[src/rtl/f1_light_seq.sv]
// rtl/f1_light_seq.sv - parametrised start-light sequencer with LFSR random hold
//
// Ports:
//   clk          system clock, all state changes on the rising edge
//   rst          asynchronous active-low reset
//   en           one-cycle tick strobe; all step and hold timing counts en cycles
//   trigger      start request, sampled in IDLE
//   abort        false start / cancel, sampled in LIGHTS and HOLD
//   data_out     lamp pattern, thermometer coded from the LSB
//   cmd_seq      high while a sequence is running (LIGHTS or HOLD)
//   cmd_delay    high during the random hold only
//   lights_out   one-cycle pulse when the lamps go out normally
//   false_start  sticky abort flag, cleared on the next start
//   hold_ticks   random hold length captured for the current or last sequence
module f1_light_seq #(
    parameter int                N_LIGHTS   = 8,
    parameter int                STEP_TICKS = 1,
    parameter int                LFSR_W     = 7,
    parameter logic [LFSR_W-1:0] LFSR_TAPS  = 7'h60
) (
    input  logic                clk,
    input  logic                rst,
    input  logic                en,
    input  logic                trigger,
    input  logic                abort,
    output logic [N_LIGHTS-1:0] data_out,
    output logic                cmd_seq,
    output logic                cmd_delay,
    output logic                lights_out,
    output logic                false_start,
    output logic [LFSR_W-1:0]   hold_ticks
);

    localparam int LW = $clog2(N_LIGHTS + 1);
    localparam int SW = $clog2(STEP_TICKS + 1);
    localparam logic [LW-1:0] LAST_LAMP = LW'(N_LIGHTS - 1);
    localparam logic [SW-1:0] LAST_STEP = SW'(STEP_TICKS - 1);

    typedef enum logic [1:0] {
        IDLE   = 2'd0,
        LIGHTS = 2'd1,
        HOLD   = 2'd2
    } state_t;

    state_t            state;
    logic [LFSR_W-1:0] lfsr;
    logic [LFSR_W-1:0] hold_cnt;
    logic [LW-1:0]     lamp_cnt;
    logic [SW-1:0]     step_cnt;

    assign cmd_seq   = (state != IDLE);
    assign cmd_delay = (state == HOLD);

    // Free-running so the captured hold length depends on when the
    // sequence happened to start; seeded with 1 so it can never lock at 0.
    always_ff @(posedge clk or negedge rst) begin
        if (!rst) begin
            lfsr <= LFSR_W'(1);
        end else begin
            lfsr <= {lfsr[LFSR_W-2:0], ^(lfsr & LFSR_TAPS)};
        end
    end

    always_ff @(posedge clk or negedge rst) begin
        if (!rst) begin
            state       <= IDLE;
            data_out    <= '0;
            lights_out  <= 1'b0;
            false_start <= 1'b0;
            hold_ticks  <= '0;
            hold_cnt    <= '0;
            lamp_cnt    <= '0;
            step_cnt    <= '0;
        end else begin
            lights_out <= 1'b0;
            case (state)
                IDLE: begin
                    if (trigger) begin
                        state       <= LIGHTS;
                        data_out    <= N_LIGHTS'(1);
                        lamp_cnt    <= LW'(1);
                        step_cnt    <= '0;
                        false_start <= 1'b0;
                    end
                end
                LIGHTS: begin
                    // abort wins over a tick that would light the next lamp
                    if (abort) begin
                        state       <= IDLE;
                        data_out    <= '0;
                        false_start <= 1'b1;
                    end else if (en) begin
                        if (step_cnt == LAST_STEP) begin
                            step_cnt <= '0;
                            data_out <= {data_out[N_LIGHTS-2:0], 1'b1};
                            lamp_cnt <= lamp_cnt + LW'(1);
                            // this tick lights the final lamp: start the hold
                            if (lamp_cnt == LAST_LAMP) begin
                                state      <= HOLD;
                                hold_ticks <= lfsr;
                                hold_cnt   <= lfsr;
                            end
                        end else begin
                            step_cnt <= step_cnt + SW'(1);
                        end
                    end
                end
                HOLD: begin
                    if (abort) begin
                        state       <= IDLE;
                        data_out    <= '0;
                        false_start <= 1'b1;
                    end else if (en) begin
                        if (hold_cnt == LFSR_W'(1)) begin
                            state      <= IDLE;
                            data_out   <= '0;
                            lights_out <= 1'b1;
                        end else begin
                            hold_cnt <= hold_cnt - LFSR_W'(1);
                        end
                    end
                end
                default: begin
                    state    <= IDLE;
                    data_out <= '0;
                end
            endcase
        end
    end

endmodule

[config.mk]
export PLATFORM = sky130hd
export DESIGN_NAME = f1_light_seq
export DESIGN_NICKNAME = d
export VERILOG_FILES = /design/src/rtl/f1_light_seq.sv
export SDC_FILE = /design/constraint.sdc
export NUM_CORES = 1
export LEC_CHECK = 0
export CAP_MARGIN = 20
export CORE_UTILIZATION = 54
export DETAILED_ROUTE_END_ITERATION = 6
export GPL_TIMING_DRIVEN = 0
export HOLD_SLACK_MARGIN = 0.03
export PLACE_DENSITY = 0.78
export RECOVER_POWER = 25
export SYNTH_ARGS = -nofsm -noshare
export SYNTH_HDL_FRONTEND = slang
export SYNTH_SLANG_ARGS = --single-unit
[constraint.sdc]
create_clock -name clk -period 2 [get_ports clk]
set_input_delay 0.5 -clock clk [delete_from_list [all_inputs] [get_ports clk]]
set_output_delay 0.5 -clock clk [all_outputs]
set_load 0.01 [all_outputs]
==> results by group <==
Outcome
  – Outcome: finished clean

Clock tree
  – Clk Latency, worst-skew pair: 360 ps
  – CTS tree: built
  – Clock Tree Root: clkbuf_4
  – Clk slew on worst S/H paths: 120 ps
  – Cts hold-fix bufs: 0
  – Max clock buf depth: 2
  – Clock sink total: 37
  – H-tree depth: 2
  – Num CTS Buffers: 5

Detailed routing
  – Total wire length: 4.41 mm
  – Vias per Instance: 5.80
  – Vias: 1641
  – WL/cell: 15.6 µm
  – Initial DRC Count: 85
  – Number of remaining DRC errors: 0
  – 1st-pass router iterations: 5
  – Routed Antenna Nets: 0

GRT
  – Largest net degree at the start of global routing: 38
  – Vias in the first global route: 1352
  – First-pass GRT wire length: 6.74 mm
  – Overflow after GRT: 0
  – Antenna violations before repair: 0
  – All-Layer GR Usage: 25.6%

Yosys
  – Post-synth top cells: dfrtp_1, nand2_1, inv_1, mux2i_1, o21ai_0
  – Synth area leaders: dfrtp_1, nand2_1, mux2i_1, ha_1, inv_1
  – FFs w/ async S/R, synth: 100%
  – Syn nets: 204
  – Yosys cell types: 46
  – Mapped Area: 0.00191 mm²
  – Synth top area share: 47.3%
  – Syn Inst Count: 193
  – Yosys warning count: 0
  – Post-synth EDFFs: 0
  – Sequential share of the synthesized area: 48.7%
  – Yosys reg bits: 37
  – Ys flop type: dfrtp_1
  – Cell taking the most area after synthesis: dfrtp_1
  – Syn Area/Cell: 9.87 µm²
  – Top-count cell post-synth: dfrtp_1

Worst setup path
  – Nature of the critical path startpoint: register
  – Crit Path Max Fanout: 4
  – Worst endpoint required time: 2310 ps
  – WS Path Type: register to register
  – Crit. End Element: register
  – Crit path DAT: 2280 ps

Final layout
  – Diode count: 0
  – FF/Latch Area: 927 µm²
  – Fillers: 250
  – Area growth, synth to finish: 29.1%
  – Final cell count without fillers: 283
  – Share of layout cells above drive strength 1: 17.3%
  – Final core utilization: 73.1%
  – Layout net count: 247
  – Multi-input gate area: 958 µm²

STA
  – Final Hold Fails: 0
  – Worst-margin pin slew: 918 ps
  – Fmax: 506 MHz
  – RSZ-0062 raised after global routing: true
  – Final Skew: 9.72 ps
  – Final period utilization: 98.9%
  – Slew Viols, Final: 0
  – PnR worst setup slack: 22.8 ps
  – Slew Limit Headroom: 38.8%
  – Final min period: 1980 ps
  – Setup violators final: 0

Placed design
  – Dpl hpwl: 2.92 mm
  – Setup WS pre-CTS: -309 ps
  – Input/output buffers: 23
  – Inst Count DP: 262
  – Global placer's final weighted congestion: 0.817

Floorplan
  – Width of the die: 61.4 µm
  – Core area: 0.00336 mm²
  – Area of the die: 0.00377 mm²
  – # rows: 21
  – Die Ht: 61.4 µm
  – Initial core utilization: 56.7%
  – I/O Pins: 24

Job
  – Max cap viols: 0

Power and ir drop
  – Pwr Density: 1060 mW/mm²
  – Leak: 1.12 nW
  – Worst VDD drop: 512 µV

Hold path
  – Worst min-delay path class: input pin to asynchronous set/reset pin
critical path, stage by stage, from the launching register on:
cell     delay (ps)
dfrtp_1         410
inv_1            80
ha_2            170
or3b_4          400
or4_4           440
o31ai_4         250
a221o_1         180
layer usage:
metal,global-route usage [%],vias to the layer above,routed length [µm]
met2,39.6,63,2190
met4,12.4,0,76
met3,4.62,8,268
met1,35.0,788,1870
li1,-,782,-
met5,0,-,0
registers in the layout, indices dropped and copies added (netlist names):
signal,count
lights_out,1
state,2
lamp_cnt,4
hold_cnt,7
hold_ticks,7
false_start,1
data_out,8
lfsr,7
path summary, 6_finish.rpt:
kind	slack [ps]	endpoint	from	depth (start not counted)
worst max-delay path	20	hold_cnt[6]	hold_cnt[0]	6
worst min-delay path	250	hold_ticks[5]	rst	1
worst max register to register	20	hold_cnt[6]	hold_cnt[0]	6
worst min register to register	390	lfsr[2]	lfsr[1]	0
max in group asynchronous	1180	lights_out	rst	1
min in group clk	390	lfsr[2]	lfsr[1]	0
where the power goes:
part	internal, W	leakage, nW	total (W)	switching (W)
Sequential	0.000829	0.497	0.000941	0.000112
Combinational	0.000492	0.564	0.000989	0.000498
Clock	0.000393	0.0558	0.000671	0.000278
Total	0.00171	1.12	0.00260	0.000888
layout by cell type, fill, tap and decap left out, types with 4 or more instances in the layout:
| master | synthesis | routed |
|---|---|---|
| dfrtp_1 | 36 | 36 |
| nand2_1 | 33 | 32 |
| clkdlybuf4s50_1 | 0 | 20 |
| inv_1 | 16 | 13 |
| buf_4 | 0 | 12 |
| mux2i_1 | 10 | 10 |
| o21ai_0 | 10 | 10 |
| nor2_1 | 8 | 8 |
| a21oi_1 | 8 | 8 |
| nand3_1 | 6 | 6 |
| clkbuf_4 | 0 | 5 |
| nor2b_1 | 4 | 4 |
| o22ai_1 | 4 | 4 |
stage by stage:
stage               setup TNS (ps)  total power [W]  instance area [µm²]  hold WS, ps
floorplan                        0          0.00149                 1910          204
global placement            -14210          0.00169                 2190          357
detailed placement           -3370          0.00173                 2190          359
CTS                          -38.3          0.00244                 2350          250
global route                  -516          0.00276                 2460          316
finish                           0          0.00260                 2460          252
kinds of logic after synthesis:
family	after synthesis	synth area share [%]
multiplexers	12	6.63
adder cells (fa/ha/maj)	6	3.94
AO/OA/AOI/OAI	46	17.0
flip-flops	37	48.7
XOR/XNOR	1	0.460
buffers and inverters	20	3.94
AND/OR/NAND/NOR	71	19.4
final cells by class:
cell class	count	share of cell area, %
Multi-Input combinational cell	136	39.0
Sequential cell	37	37.7
Timing Repair Buffer	36	13.5
Clock inverter	3	2.80
Inverter	16	2.44
Tap cell	46	2.34
Clock buffer	5	1.53
Buffer	4	0.712
what timing repair did:
item,4_1_cts,5_1_grt
resized for setup,8,11
pin swaps,2,4
setup buffers,5,8
setup endpoints to repair,4,15
Power figures use the tool's default switching activity.
